--- config.mk ---
export PLATFORM = sky130hd
export DESIGN_NAME = read_sched
export DESIGN_NICKNAME = d
export VERILOG_FILES = /design/src/rtl/read_sched.sv
export SDC_FILE = /design/constraint.sdc
export NUM_CORES = 1
export LEC_CHECK = 0
export ABC_AREA = 1
export CORE_MARGIN = 4
export CORE_UTILIZATION = 41
export CTS_CLUSTER_SIZE = 24
export DETAILED_ROUTE_END_ITERATION = 10
export PLACE_DENSITY = 0.77
export SLEW_MARGIN = 20
export SYNTH_ARGS = -nofsm -noshare
export SYNTH_HDL_FRONTEND = slang
export SYNTH_SLANG_ARGS = --single-unit
--- constraint.sdc ---
create_clock -name clk -period 1.6 [get_ports clk]
set_clock_uncertainty 0.2 [all_clocks]
set_input_delay 0.24 -clock clk [delete_from_list [all_inputs] [get_ports clk]]
set_output_delay 0.24 -clock clk [all_outputs]
set_load 0.05 [all_outputs]
--- src/rtl/read_sched.sv ---
// Tag-search read scheduler: arbitrates requesters, reads a message's start/end
// location, then probes tags address by address. `READ_SCHED_RR_EN selects round-robin arbitration.
module read_sched #(
    parameter int TAG_WIDTH   = 32,
    parameter int NUM_MESSAGE = 10,
    parameter int NUM_REQ     = 2,
    parameter int ADDR_WIDTH  = 8,
    parameter int MSG_ID_W    = (NUM_MESSAGE > 1) ? $clog2(NUM_MESSAGE) : 1,
    parameter int REQ_ID_W    = (NUM_REQ > 1) ? $clog2(NUM_REQ) : 1
) (
    input  logic                          clk,
    input  logic                          rst_n,
    input  logic [NUM_REQ-1:0]            req_i,
    input  logic [NUM_REQ*MSG_ID_W-1:0]   req_msg_id_i,
    input  logic [NUM_REQ*TAG_WIDTH-1:0]  req_tag_i,
    output logic [NUM_REQ-1:0]            gnt_o,
    output logic                          loc_rd_o,
    output logic [MSG_ID_W-1:0]           loc_rd_id_o,
    input  logic [ADDR_WIDTH-1:0]         loc_start_addr_i,
    input  logic [ADDR_WIDTH-1:0]         loc_end_addr_i,
    output logic                          search_tag_o,
    output logic [ADDR_WIDTH-1:0]         search_addr_o,
    output logic [TAG_WIDTH-1:0]          search_tag_val_o,
    input  logic                          tag_match_i,
    output logic                          rsp_valid_o,
    output logic                          rsp_found_o,
    output logic                          rsp_err_o,
    output logic [ADDR_WIDTH-1:0]         rsp_addr_o,
    output logic [REQ_ID_W-1:0]           rsp_id_o,
    output logic                          busy_o,
    output logic [2:0]                    dbg_state_o
);

    // Handshake: req_i is a level held by the requester until its gnt_o pulse;
    // rsp_valid_o is a single-cycle pulse with no back-pressure.

    typedef enum logic [2:0] {
        IDLE    = 3'd0,
        LOC_RD  = 3'd1,
        LOC_CAP = 3'd2,
        SEARCH  = 3'd3,
        CHECK   = 3'd4,
        DONE    = 3'd5
    } state_t;

    state_t                state;
    logic [MSG_ID_W-1:0]   lat_id_q;
    logic [TAG_WIDTH-1:0]  lat_tag_q;
    logic [REQ_ID_W-1:0]   lat_req_q;
    logic [ADDR_WIDTH-1:0] cur_q;
    logic [ADDR_WIDTH-1:0] end_q;

    logic                  win_vld;
    logic [REQ_ID_W-1:0]   win_idx;
    logic [MSG_ID_W-1:0]   win_id;
    logic [TAG_WIDTH-1:0]  win_tag;
    logic                  win_id_bad;
    logic                  lat_id_bad;
    int                    cand;

`ifdef READ_SCHED_RR_EN
    logic [REQ_ID_W-1:0]   rr_ptr_q;
`endif

    assign dbg_state_o = state;
    assign lat_id_bad  = (32'(lat_id_q) >= 32'(NUM_MESSAGE));

    // Scan starts just after the last winner in round-robin mode, at index 0 otherwise.
    always_comb begin
        win_vld = 1'b0;
        win_idx = '0;
        cand    = 0;
        for (int i = 0; i < NUM_REQ; i++) begin
`ifdef READ_SCHED_RR_EN
            cand = (int'(rr_ptr_q) + 1 + i) % NUM_REQ;
`else
            cand = i;
`endif
            if (!win_vld && req_i[REQ_ID_W'(cand)]) begin
                win_vld = 1'b1;
                win_idx = REQ_ID_W'(cand);
            end
        end
    end

    always_comb begin
        win_id     = req_msg_id_i[int'(win_idx)*MSG_ID_W +: MSG_ID_W];
        win_tag    = req_tag_i[int'(win_idx)*TAG_WIDTH +: TAG_WIDTH];
        win_id_bad = (32'(win_id) >= 32'(NUM_MESSAGE));
    end

    always_ff @(posedge clk or negedge rst_n) begin
        if (!rst_n) begin
            state            <= IDLE;
            lat_id_q         <= '0;
            lat_tag_q        <= '0;
            lat_req_q        <= '0;
            cur_q            <= '0;
            end_q            <= '0;
            gnt_o            <= '0;
            loc_rd_o         <= 1'b0;
            loc_rd_id_o      <= '0;
            search_tag_o     <= 1'b0;
            search_addr_o    <= '0;
            search_tag_val_o <= '0;
            rsp_valid_o      <= 1'b0;
            rsp_found_o      <= 1'b0;
            rsp_err_o        <= 1'b0;
            rsp_addr_o       <= '0;
            rsp_id_o         <= '0;
            busy_o           <= 1'b0;
`ifdef READ_SCHED_RR_EN
            rr_ptr_q         <= REQ_ID_W'(NUM_REQ - 1);
`endif
        end else begin
            // Strobes and response fields are pulses; each state re-asserts what it needs.
            gnt_o            <= '0;
            loc_rd_o         <= 1'b0;
            loc_rd_id_o      <= '0;
            search_tag_o     <= 1'b0;
            search_addr_o    <= '0;
            search_tag_val_o <= '0;
            rsp_valid_o      <= 1'b0;
            rsp_found_o      <= 1'b0;
            rsp_err_o        <= 1'b0;
            rsp_addr_o       <= '0;
            rsp_id_o         <= '0;

            case (state)
                IDLE: begin
                    if (win_vld) begin
                        lat_id_q  <= win_id;
                        lat_tag_q <= win_tag;
                        lat_req_q <= win_idx;
                        gnt_o     <= NUM_REQ'(1) << win_idx;
                        loc_rd_o  <= !win_id_bad;
                        if (!win_id_bad) loc_rd_id_o <= win_id;
                        busy_o    <= 1'b1;
                        state     <= LOC_RD;
`ifdef READ_SCHED_RR_EN
                        rr_ptr_q  <= win_idx;
`endif
                    end
                end
                LOC_RD: begin
                    if (lat_id_bad) begin
                        rsp_valid_o <= 1'b1;
                        rsp_err_o   <= 1'b1;
                        rsp_id_o    <= lat_req_q;
                        state       <= DONE;
                    end else begin
                        state <= LOC_CAP;
                    end
                end
                LOC_CAP: begin
                    cur_q <= loc_start_addr_i;
                    end_q <= loc_end_addr_i;
                    if (loc_start_addr_i > loc_end_addr_i) begin
                        rsp_valid_o <= 1'b1;
                        rsp_id_o    <= lat_req_q;
                        state       <= DONE;
                    end else begin
                        search_tag_o     <= 1'b1;
                        search_addr_o    <= loc_start_addr_i;
                        search_tag_val_o <= lat_tag_q;
                        state            <= SEARCH;
                    end
                end
                SEARCH: begin
                    state <= CHECK;
                end
                CHECK: begin
                    if (tag_match_i) begin
                        rsp_valid_o <= 1'b1;
                        rsp_found_o <= 1'b1;
                        rsp_addr_o  <= cur_q;
                        rsp_id_o    <= lat_req_q;
                        state       <= DONE;
                    end else if (cur_q == end_q) begin
                        rsp_valid_o <= 1'b1;
                        rsp_id_o    <= lat_req_q;
                        state       <= DONE;
                    end else begin
                        cur_q            <= cur_q + ADDR_WIDTH'(1);
                        search_tag_o     <= 1'b1;
                        search_addr_o    <= cur_q + ADDR_WIDTH'(1);
                        search_tag_val_o <= lat_tag_q;
                        state            <= SEARCH;
                    end
                end
                DONE: begin
                    busy_o <= 1'b0;
                    state  <= IDLE;
                end
                default: begin
                    busy_o <= 1'b0;
                    state  <= IDLE;
                end
            endcase
        end
    end

endmodule

# Word-level counts from Yosys, hierarchy flattened
# Cells that the tools add are included.
[word_totals]
out_inout_bits = 64
wordCells = 77
reg_bits = 115
[classes]
order_cmp = 3
n_mux = 41
reduce_logical = 7
n_eq_ne = 8
bitwise_logic = 1
addsub = 1
[ops]
columns = ["op", "count"]
rows = [
  ["32-bit 2-to-1 mux", 3],
  ["32-bit one-hot mux with 2 select lines", 1],
  ["8-bit 2-to-1 mux", 7],
  ["8-bit one-hot mux with 2 select lines", 2],
  ["1-bit 2-to-1 mux", 16],
  ["3-bit 2-to-1 mux", 5],
  ["3-bit one-hot mux with 5 select lines", 1],
  ["4-bit 2-to-1 mux", 3],
  ["8-bit by 1-bit adder with 8-bit output (second input constant)", 1],
  ["8-bit equality test", 1],
  ["4-bit greater-or-equal comparator (second input constant)", 2],
  ["8-bit greater-than comparator", 1],
  ["3-bit by 2-bit equality test with 1-bit output (second input constant)", 2],
  ["2-bit != test (second input constant)", 3],
  ["1-bit one-hot mux with 2 select lines", 2],
  ["2-bit AND reduction", 2],
  ["4-bit OR reduction", 1],
  ["3-bit by 1-bit equality test with 1-bit output (second input constant)", 1],
  ["3-bit equality test (second input constant)", 1],
  ["3-bit logical NOT", 1],
  ["1-bit one-hot mux with 3 select lines", 1],
  ["3-bit AND reduction", 1],
  ["2-bit nonzero test", 1],
  ["1-bit logical NOT", 1],
  ["1-bit inverter", 1],
]

# Logic depth before layout (Yosys ltp)
# Gate-level depths: netlist (run 1).
[depth]
word_depth = 4
depth_mapped = 13

# Worst setup path after synthesis (run 1)
# Ideal clock, no wire load.
[synth_timing]
path_kind = "reg-to-reg"
start = "register state[2] (netlist: dbg_state_o[2])"
end = "register cur_q[1]"
path_stages_with_launch = 9
arrival_ns = 1.548
slack_ns = -0.265
required_ns = 1.283
path_buffers = 1
synth_period_minus_slack_ns = 1.865
cell_sequence = "dfrtp_1 > inv_2 > nor2_8 > inv_4 > nor2_4 > inv_2 > buf_6 > nand4_1 > nand2_1"
[synth_between]
elab_chain_cells = 3
[synth_rtl]
columns = ["element", "line_no", "source"]
rows = [
  ["from (decl)", "46", "state_t state;"],
  ["from (signal assigned)", "94", "state <= IDLE;"],
  ["from (signal assigned)", "139", "state <= LOC_RD;"],
  ["from (signal assigned)", "150", "state <= DONE;"],
  ["3-bit equality test or 3-bit by 2-bit equality test with 1-bit output (tied branches)", "129", "case (state)"],
  ["2-bit != test (no line) or 2-bit nonzero test (tied branches)", "-", ""],
  ["3-bit AND reduction (no line)", "-", ""],
  ["to (signal assigned)", "156", "cur_q <= loc_start_addr_i;"],
  ["to (signal assigned)", "184", "cur_q <= cur_q + ADDR_WIDTH'(1);"],
  ["to (decl)", "50", "logic [ADDR_WIDTH-1:0] cur_q;"],
]
# Several ways; a longest one is shown, not always the timed one.
# A chain may end at the register's enable or synchronous reset.

# Worst setup path in the final report (run 1)
[layout_timing]
start = "register end_q[3]"
end = "register cur_q[5]"
[layout_between]
elab_chain_cells = 3
[layout_rtl]
columns = ["element", "line_no", "source"]
rows = [
  ["from (decl)", "51", "logic [ADDR_WIDTH-1:0] end_q;"],
  ["from (signal assigned)", "157", "end_q <= loc_end_addr_i;"],
  ["8-bit equality test", "179", "end else if (cur_q == end_q) begin"],
  ["2-bit != test (no line)", "-", ""],
  ["3-bit AND reduction (no line)", "-", ""],
]
# Every way passes these cells.

==> results of run 1 <==
-- layer usage --
layer | vias to the layer above | track usage [%] | wire length (um)
li1 | 2058 | - | -
met1 | 2465 | 30.34 | 7430
met2 | 315 | 42.35 | 9905
met3 | 107 | 6.266 | 1472
met4 | 2 | 13.07 | 1211
met5 | - | 0 | 15
-- worst reg2reg max path, cell delays in order (launching register included) --
cell and delay, ns:
dfrtp_1 0.46, xnor2_2 0.22, nand2_1 0.09, nor2_1 0.28
nand3_4 0.24, nand3_4 0.19, nand2_1 0.09, nand2_1 0.10
-- where the power goes --
group | total [uW] | switching (uW) | internal, uW
Clock | 3760 | 1440 | 2320
Sequential | 4740 | 954 | 3780
Combinational | 8800 | 4510 | 4290
Total | 17300 | 6910 | 10400
-- cell type report --
type / instances / area, sq um
clock buffer: 18 / 439.2
clock inverter: 13 / 138.9
fill: 549 / 2100
inverter: 36 / 160.2
multi-input combinational: 337 / 2450
sequential: 113 / 2833
tap: 143 / 178.9
timing repair buffer: 219 / 3119
-- kinds of logic (layout without fill, tap and decap cells) --
group | after synthesis | count (layout)
other | 1 | 2
AND/OR/NAND/NOR | 259 | 259
buffers and inverters | 58 | 286
AO/OA/AOI/OAI | 62 | 62
adder cells (fa/ha/maj) | 9 | 9
flip-flops | 113 | 113
XOR/XNOR | 5 | 5
-- sequential cells by signal, indices dropped and copies added, names as in the netlist, 3 cells and up --
name,flops
cur_q,8
dbg_state_o,3
end_q,8
lat_id_q,3
lat_tag_q,32
loc_rd_id_o,4
rsp_addr_o,8
search_addr_o,8
search_tag_val_o,32
-- cells in the final DEF (no fill, tap or decap), types with 9 or more instances in the layout --
cell	instances
clkdlybuf4s50_1	38
inv_1	22
nor2_1	12
nor2_2	11
dfrtp_1	109
clkbuf_16	20
inv_2	9
dlygate4sd2_1	15
nand2_4	37
o21ai_2	9
buf_12	78
nand4_1	10
buf_16	12
buf_4	56
buf_6	10
nand3_1	16
nand2_2	49
a21boi_2	29
nand2_1	105
-- timing repair --
| item | in CTS | in global routing |
|---|---|---|
| pin swaps | 38 | 39 |
| gates cloned | 13 | 3 |
| hold buffers | 2 | 0 |
| endpoints found under the hold margin | 113 | 0 |
| setup buffers | 13 | 18 |
| resized for setup | 157 | 144 |
| endpoints found under the setup margin | 96 | 112 |
-- stage by stage --
stage / area (sq um) / total power [uW] / cells / util, %
floorplan: 4797 / 7391 / 508 / -
detailed placement: 7119 / 10210 / 800 / 62.35
global placement: 7119 / 10030 / 800 / 62.35
global route: 9319 / 17880 / 879 / 81.61
finish: 9319 / 17300 / 879 / 81.61
CTS: 8583 / 15380 / 859 / 75.17
-- final timing paths --
check,start,to,slack (ns),cells past startpoint
min in group asynchronous,rst_n,search_addr_o[0]$_DFF_PN0_,0.23,3
max in group asynchronous,rst_n,dbg_state_o[2]$_DFFE_PN0P_,0.27,3
worst max register to register,end_q[3]$_DFFE_PN0P_,cur_q[5]$_DFFE_PN0P_,-0.33,7
worst max-delay path,end_q[3]$_DFFE_PN0P_,cur_q[5]$_DFFE_PN0P_,-0.33,7
worst min-delay path,loc_end_addr_i[5],end_q[5]$_DFFE_PN0P_,0.02,3
worst min register to register,lat_tag_q[13]$_DFFE_PN0P_,lat_tag_q[13]$_DFFE_PN0P_,0.29,2
==> results.sh, run 1 <==
export IMPL_outcome="finished, violations left"
export IMPL_violations="negative setup slack"
export IMPL_max_freq_mhz=518.9
export IMPL_antenna_found_initial=1
export IMPL_grt_pass1_vias=4788
export IMPL_die_w_um=115.9
export IMPL_post_synth_top_count_cell="nand2_1"
export IMPL_cts_sinks=113
export IMPL_async_reset_ff_share_pct=100.0
export IMPL_start_util_pct=41.78
export IMPL_synthMuxAreaShare_pct=0
export IMPL_firstDrtPassIters=6
export IMPL_core_region_area_sq_mm=0.01142
export IMPL_drt_initial_drc_count=461
export IMPL_dominantRegCellSynth="dfrtp_1"
export IMPL_synth_common_cells="188 x nand2_1, 113 x dfrtp_1, 30 x inv_1"
export IMPL_final_max_slew_viol_count=0
export IMPL_yosys_area_share_xor_xnor_pct=0.9179
export IMPL_fin_crit_sh_pct=120.4
export IMPL_fin_ws_ns=-0.3270
export IMPL_maxCapViolCount=0
export IMPL_synthCells=507
export IMPL_die_y_um=115.9
export IMPL_vias_per_cell=5.628
export IMPL_diodes=0
export IMPL_cp_common_cell="nand2_1"
export IMPL_io_pins=157
export IMPL_drc=0
export IMPL_vias=4947
export IMPL_numCtsBuffers=17
export IMPL_worstSetupEndpointType="flop"
export IMPL_p_leak_uw=0.004417
export IMPL_setup_violations=98
export IMPL_clock_latency_ns=0.42
export IMPL_overflow=0
export IMPL_synth_top_area_share_pct=59.27
export IMPL_cts_root_buf="clkbuf_16"
export IMPL_min_path_type="primary input to flop"
export IMPL_cts_tree="built"
export IMPL_hpwlAfterDp_um=9360
export IMPL_num_rows=39
export IMPL_grt_setup_unrepaired="yes"
export IMPL_synth_area_leader_cell="dfrtp_1"
export IMPL_syn_cell_area_sq_mm=0.004771
export IMPL_synth_area_leaders="dfrtp_1 59%, nand2_1 15%, a21boi_1 2.7%"
export IMPL_finalCriticalPeriod_ns=1.927
export IMPL_h_tree_depth=4
export IMPL_yosys_warnings=0
export IMPL_post_synth_cell_area_avg_sq_um=9.410
export IMPL_synth_compound_area_share_pct=8.602
export IMPL_area_growth_synth_to_final_pct=95.33
export IMPL_crit_family="simple AND/OR/NAND/NOR gates"
export IMPL_path_cells="xnor2_2, nand2_1, nor2_1, nand3_4, nand3_4, nand2_1, nand2_1"
export IMPL_die_area_sq_mm=0.01343
export IMPL_cp_buffers_inverters=0
export IMPL_clk_pin_slew_worst_paths_ns=0.05
export IMPL_drt_wl_total_um=20040
export IMPL_grt_max_degree=55
export IMPL_holdWs_ns=0.01934
export IMPL_synth_top_family_by_area="simple AND/OR/NAND/NOR gates"
export IMPL_slowest_stage="dfrtp_1"
export IMPL_cp_start_kind="flop"
export IMPL_slowest_delay_ns=0.46
export IMPL_yosys_area_share_simple_pct=23.26
export IMPL_ys_ff_latch=113
export IMPL_clockBufferDepth=2
export IMPL_vdd_drop_max_mv=1.229
export IMPL_place_ws_ns=-0.6924
export IMPL_setup_tns_ns=-14.82
export IMPL_layout_nets=826
export IMPL_crit_fanout=9
export IMPL_worstPathArrival_ns=2.07
export IMPL_p_per_area_mw_per_mm2=1856
export IMPL_ys_seq_area_share_pct=59.27
export IMPL_synth_cell_type_count=31
export IMPL_post_drt_wl_per_cell_um=22.79
export IMPL_grt_first_pass_wirelength_um=25720
export IMPL_portBuffers=117
export IMPL_gp_congestion=0.9031
export IMPL_hold_viol_final=0
export IMPL_path_class="flop to flop"
export IMPL_synthAdderAreaFrac_pct=2.360
export IMPL_worst_ep_required_time_ns=1.74
export IMPL_drive_gt1_share_pct=51.09
export IMPL_grt_total_usage_pct=25.33
export IMPL_synth_edf_count=0
export IMPL_antenna_left=0
(Power assumes the default switching activity.)
==> run 2, diff against run 1 <==
--- a/config.mk
+++ b/config.mk
@@ -7,10 +7,12 @@
 export LEC_CHECK = 0
 export ABC_AREA = 1
 export CORE_MARGIN = 4
-export CORE_UTILIZATION = 41
+export CORE_UTILIZATION = 45
 export CTS_CLUSTER_SIZE = 24
 export DETAILED_ROUTE_END_ITERATION = 10
-export PLACE_DENSITY = 0.77
+export DONT_BUFFER_PORTS = 1
+export GPL_ROUTABILITY_DRIVEN = 0
+export PLACE_DENSITY = 0.63
 export SLEW_MARGIN = 20
 export SYNTH_ARGS = -nofsm -noshare
 export SYNTH_HDL_FRONTEND = slang
==> results.sh, run 2 (synthesized netlist as in run 1, its figures left out) <==
export IMPL_fin_crit_sh_pct=107.7
export IMPL_clock_latency_ns=0.52
export IMPL_layout_commonest_cell="nand2_1"
export IMPL_num_rows=37
export IMPL_violations="negative hold slack, negative setup slack"
export IMPL_grt_first_pass_wirelength_um=19910
export IMPL_holdWs_ns=-0.7847
export IMPL_setup_violations=57
export IMPL_drive_gt1_share_pct=33.80
export IMPL_min_path_type="primary input to asynchronous set/reset pin"
export IMPL_io_pins=157
export IMPL_grt_util_met1_pct=25.55
export IMPL_top_regs="lat_tag_q x32, search_tag_val_o x32"
export IMPL_grt_pass1_vias=4012
export IMPL_placed_cells=670
export IMPL_fin_cells=784
export IMPL_die_area_sq_mm=0.01231
export IMPL_maxCapViolCount=0
export IMPL_h_tree_depth=4
export IMPL_crit_fanout=6
export IMPL_r2r_start="dbg_state_o[0]$_DFFE_PN0P_"
export IMPL_grt_use_met2_pct=32.12
export IMPL_overflow=0
export IMPL_hold_viol_final=113
export IMPL_cp_startpoint="dbg_state_o[0]$_DFFE_PN0P_"
export IMPL_n_fill_cell=705
export IMPL_grt_setup_unrepaired="yes"
export IMPL_post_drt_wl_per_cell_um=17.57
export IMPL_final_max_slew_viol_count=0
export IMPL_p_total_uw=14160
export IMPL_path_class="flop to flop"
export IMPL_cp_start_kind="flop"
export IMPL_finalCriticalPeriod_ns=1.723
export IMPL_firstDrtPassIters=5
export IMPL_outcome="finished, violations left"
export IMPL_drt_wl_total_um=13770
export IMPL_hpwlAfterDp_um=7596
export IMPL_p_per_area_mw_per_mm2=1953
export IMPL_fin_ws_ns=-0.1233
export IMPL_vias_per_cell=5.140
export IMPL_antenna_left=0
export IMPL_area_growth_synth_to_final_pct=52.03
export IMPL_busiest_layer="met2"
export IMPL_globalRouteMet3Util_pct=6.659
export IMPL_cts_tree="built"
export IMPL_mostFrequentLayoutCells="179 x nand2_1, 70 x dfrtp_1, 55 x dlygate4sd3_1"
export IMPL_cts_root_buf="clkbuf_8"
export IMPL_vdd_drop_max_mv=0.9859
export IMPL_clockBufferDepth=2
export IMPL_die_y_um=111.0
export IMPL_grt_total_usage_pct=20.43
export IMPL_antenna_found_initial=0
export IMPL_cts_sinks=113
export IMPL_start_util_pct=46.21
export IMPL_worstPathArrival_ns=1.97
export IMPL_core_region_area_sq_mm=0.01032
export IMPL_vias=4030
export IMPL_portBuffers=0
export IMPL_drc=0
export IMPL_drt_initial_drc_count=371
export IMPL_clk_pin_slew_worst_paths_ns=0.06
export IMPL_diodes=0
export IMPL_die_w_um=111.0
export IMPL_worst_ep_required_time_ns=1.84
export IMPL_layout_nets=737
export IMPL_grt_max_degree=114
export IMPL_numCtsBuffers=17
export IMPL_max_freq_mhz=580.3
export IMPL_p_leak_uw=0.003502
export IMPL_worstSetupEndpointType="flop"
[run 2: changes by cell type in the layout (fill, tap and decap cells not counted), moves of 16 or more]
cell             change
dfrtp_2             +39
dlygate4sd3_1       +53
dfrtp_1             -39
nand2_1             +74
nand2_2             -39
nand2_4             -35
buf_4               -16
clkdlybuf4s50_1     -38
buf_12              -68
[run 2: where the power goes]
group | switching (uW) | internal, uW
Clock | 1370 | 2780
Sequential | 1490 | 3810
Combinational | 2410 | 2290
Total | 5280 | 8880
[run 2: layer usage]
| layer | part of all wire, % | routed length (um) |
|---|---|---|
| met1 | 41 | 5674 |
| met2 | 50 | 6859 |
| met3 | 6.8 | 934 |
| met4 | 2.2 | 304 |
| met5 | 0 | 0 |
[run 2: path summary, 6_finish.rpt]
kind	endpoint	slack, ns	cells past startpoint
hold / removal	rsp_addr_o[4]$_DFF_PN0_	-0.78	0
min in group clk	lat_tag_q[29]$_DFFE_PN0P_	0.16	3
setup / recovery	search_tag_val_o[3]$_DFF_PN0_	-0.12	6
hold reg to reg	lat_tag_q[14]$_DFFE_PN0P_	0.27	2
setup reg to reg	search_tag_val_o[3]$_DFF_PN0_	-0.12	6
max in group asynchronous	busy_o$_DFFE_PN0P_	1.80	0
[run 2: critical path, stage by stage (launching register included)]
cell and delay (ns):
dfrtp_2 0.43, buf_6 0.13, nor3_4 0.30, buf_6 0.17, nand2_8 0.09, clkbuf_16 0.18
a21boi_2 0.14
[run 2: cell type report]
| cell class | count | area, sq um | share of cell area [%] |
|---|---|---|---|
| Clock buffer | 20 | 445.4 | 6.141 |
| Timing Repair Buffer | 130 | 1475 | 20.34 |
| Clock inverter | 12 | 205.2 | 2.829 |
| Sequential cell | 113 | 2882 | 39.73 |
| Multi-Input combinational cell | 337 | 1918 | 26.44 |
| Inverter | 36 | 157.7 | 2.174 |
| Tap cell | 136 | 170.2 | 2.346 |
[run 2: what timing repair did]
action                                  CTS  global route
endpoints found under the setup margin   96           112
gates resized for setup                  61            93
buffers inserted                          3             8
pin swaps                                 5            36
hold buffers                             55             1
gates cloned                              1            14
endpoints found under the hold margin   192           114
[run 2: metrics by stage]
stage | setup slack [ns] | area, sq um | utilization, % | TNS [ns]
final | -0.1233 | 7253 | 70.26 | -4.055
after global routing | -0.1819 | 7253 | 70.26 | -9.648
after CTS | -0.1005 | 6603 | 63.96 | -3.293
after detailed placement | -0.2009 | 5251 | 50.87 | -6.316
after global placement | -0.1570 | 5251 | 50.87 | -5.014
after floorplan | -0.09434 | 4797 | - | -2.724
==> run 3, diff against run 2 <==
--- a/config.mk
+++ b/config.mk
@@ -13,6 +13,7 @@
 export DONT_BUFFER_PORTS = 1
 export GPL_ROUTABILITY_DRIVEN = 0
 export PLACE_DENSITY = 0.63
+export SKIP_CTS_REPAIR_TIMING = 1
 export SLEW_MARGIN = 20
 export SYNTH_ARGS = -nofsm -noshare
 export SYNTH_HDL_FRONTEND = slang
==> results.sh, run 3 (synthesized netlist as in run 1, its figures left out) <==
export IMPL_outcome="finished, violations left"
export IMPL_violations="negative hold slack, negative setup slack"
export IMPL_cp_buffers_inverters=2
export IMPL_grt_setup_unrepaired="yes"
export IMPL_holdWs_ns=-0.7835
export IMPL_maxCapViolCount=0
export IMPL_die_area_sq_mm=0.01231
export IMPL_mostFrequentLayoutCells="183 x nand2_1, 71 x dfrtp_1, 56 x dlygate4sd3_1"
export IMPL_p_total_uw=13280
export IMPL_diodes=0
export IMPL_start_util_pct=46.21
export IMPL_io_pins=157
export IMPL_layout_nets=716
export IMPL_antenna_found_initial=0
export IMPL_clockBufferDepth=2
export IMPL_p_leak_uw=0.003286
export IMPL_min_path_type="primary input to asynchronous set/reset pin"
export IMPL_finalCriticalPeriod_ns=1.719
export IMPL_max_freq_mhz=581.9
export IMPL_drc=0
export IMPL_cp_start_kind="flop"
export IMPL_grt_pass1_vias=3608
export IMPL_drt_initial_drc_count=338
export IMPL_drt_wl_total_um=12300
export IMPL_cts_sinks=113
export IMPL_crit_family="simple AND/OR/NAND/NOR gates"
export IMPL_die_w_um=111.0
export IMPL_finalInstanceArea_sq_mm=0.006701
export IMPL_die_y_um=111.0
export IMPL_clk_pin_slew_worst_paths_ns=0.06
export IMPL_placed_cells=670
export IMPL_grt_total_usage_pct=19.00
export IMPL_path_cells="nor2_4, inv_4, nor2_8, nand3_4, clkbuf_16, a21boi_1"
export IMPL_cts_root_buf="clkbuf_8"
export IMPL_setup_tns_ns=-2.935
export IMPL_drive_gt1_share_pct=25.68
export IMPL_vias=3856
export IMPL_placed_area_sq_mm=0.005251
export IMPL_fin_ws_ns=-0.1185
export IMPL_p_per_area_mw_per_mm2=1981
export IMPL_layout_commonest_cell="nand2_1"
export IMPL_hpwlAfterDp_um=7596
export IMPL_post_drt_wl_per_cell_um=16.12
export IMPL_grt_first_pass_wirelength_um=18400
export IMPL_crit_fanout=12
export IMPL_num_rows=37
export IMPL_worst_ep_required_time_ns=1.83
export IMPL_area_growth_synth_to_final_pct=40.47
export IMPL_antenna_left=0
export IMPL_cts_tree="built"
export IMPL_final_util_pct=64.91
export IMPL_top_regs="lat_tag_q x32, search_tag_val_o x32"
export IMPL_core_region_area_sq_mm=0.01032
export IMPL_vias_per_cell=5.054
export IMPL_h_tree_depth=4
export IMPL_slowest_stage="dfrtp_2"
export IMPL_worstPathArrival_ns=1.94
export IMPL_clock_latency_ns=0.52
export IMPL_grt_max_degree=114
export IMPL_vdd_drop_max_mv=0.8408
export IMPL_fin_crit_sh_pct=107.4
export IMPL_portBuffers=0
export IMPL_numCtsBuffers=17
export IMPL_overflow=0
export IMPL_slowest_delay_ns=0.44
export IMPL_worstSetupEndpointType="flop"
export IMPL_hold_viol_final=113
export IMPL_fin_cells=763
export IMPL_final_max_slew_viol_count=0
export IMPL_setup_violations=52
export IMPL_firstDrtPassIters=4
export IMPL_path_class="flop to flop"
[run 3: cell types whose count changed in the layout (fill, tap and decap cells not counted), moves of 3 or more]
cell       before  now
a21boi_2       28    0
a21boi_1        4   22
a21boi_0        0   10
clkbuf_16      26   17
buf_6          13    7
nor2_1         20   26
nor2_2          7    1
nand2_1       179  183
buf_12         10    7
[run 3: power breakdown]
part / leakage, uW / total, uW / internal [uW] / switching, uW
Clock: 0.000312 / 4140 / 2780 / 1360
Sequential: 0.00141 / 5290 / 3810 / 1480
Combinational: 0.00156 / 3850 / 1740 / 2110
Total: 0.00329 / 13300 / 8330 / 4950
[run 3: worst reg2reg max path, cell delays in order, from the launching register on]
cell	delay [ns]
dfrtp_2	0.44
nor2_4	0.15
inv_4	0.06
nor2_8	0.22
nand3_4	0.17
clkbuf_16	0.21
a21boi_1	0.18
[run 3: area by class of cell]
type	instances	area [sq um]
Fill cell	767	3622
Sequential cell	113	2880
Multi-Input combinational cell	337	1765
Timing Repair Buffer	109	1090
Clock buffer	20	445.4
Clock inverter	12	205.2
Tap cell	136	170.2
Inverter	36	145.1
[run 3: per-stage QoR]
stage | hold WS [ns] | setup WS, ns
CTS | -0.8037 | -0.1287
global placement | -0.2525 | -0.1570
detailed placement | -0.2524 | -0.2009
global route | -0.8074 | -0.1816
finish | -0.7835 | -0.1185
floorplan | -0.2556 | -0.09434
[run 3: per-layer routing]
| metal | GRT usage (%) | share of wire, % |
|---|---|---|
| met5 | 0 | 0 |
| met4 | 8.046 | 2.0 |
| met3 | 6.386 | 7.3 |
| met2 | 28.52 | 49 |
| met1 | 25.21 | 42 |
[run 3: worst paths after layout]
kind	depth (start not counted)	slack, ns	end	from
min in group clk	5	0.14	rsp_valid_o$_DFF_PN0_	loc_end_addr_i[0]
max in group asynchronous	0	1.79	busy_o$_DFFE_PN0P_	rst_n
setup / recovery	6	-0.12	search_tag_val_o[25]$_DFF_PN0_	dbg_state_o[0]$_DFFE_PN0P_
hold / removal	0	-0.78	cur_q[2]$_DFFE_PN0P_	rst_n
setup reg to reg	6	-0.12	search_tag_val_o[25]$_DFF_PN0_	dbg_state_o[0]$_DFFE_PN0P_
hold reg to reg	2	0.27	lat_tag_q[14]$_DFFE_PN0P_	lat_tag_q[14]$_DFFE_PN0P_
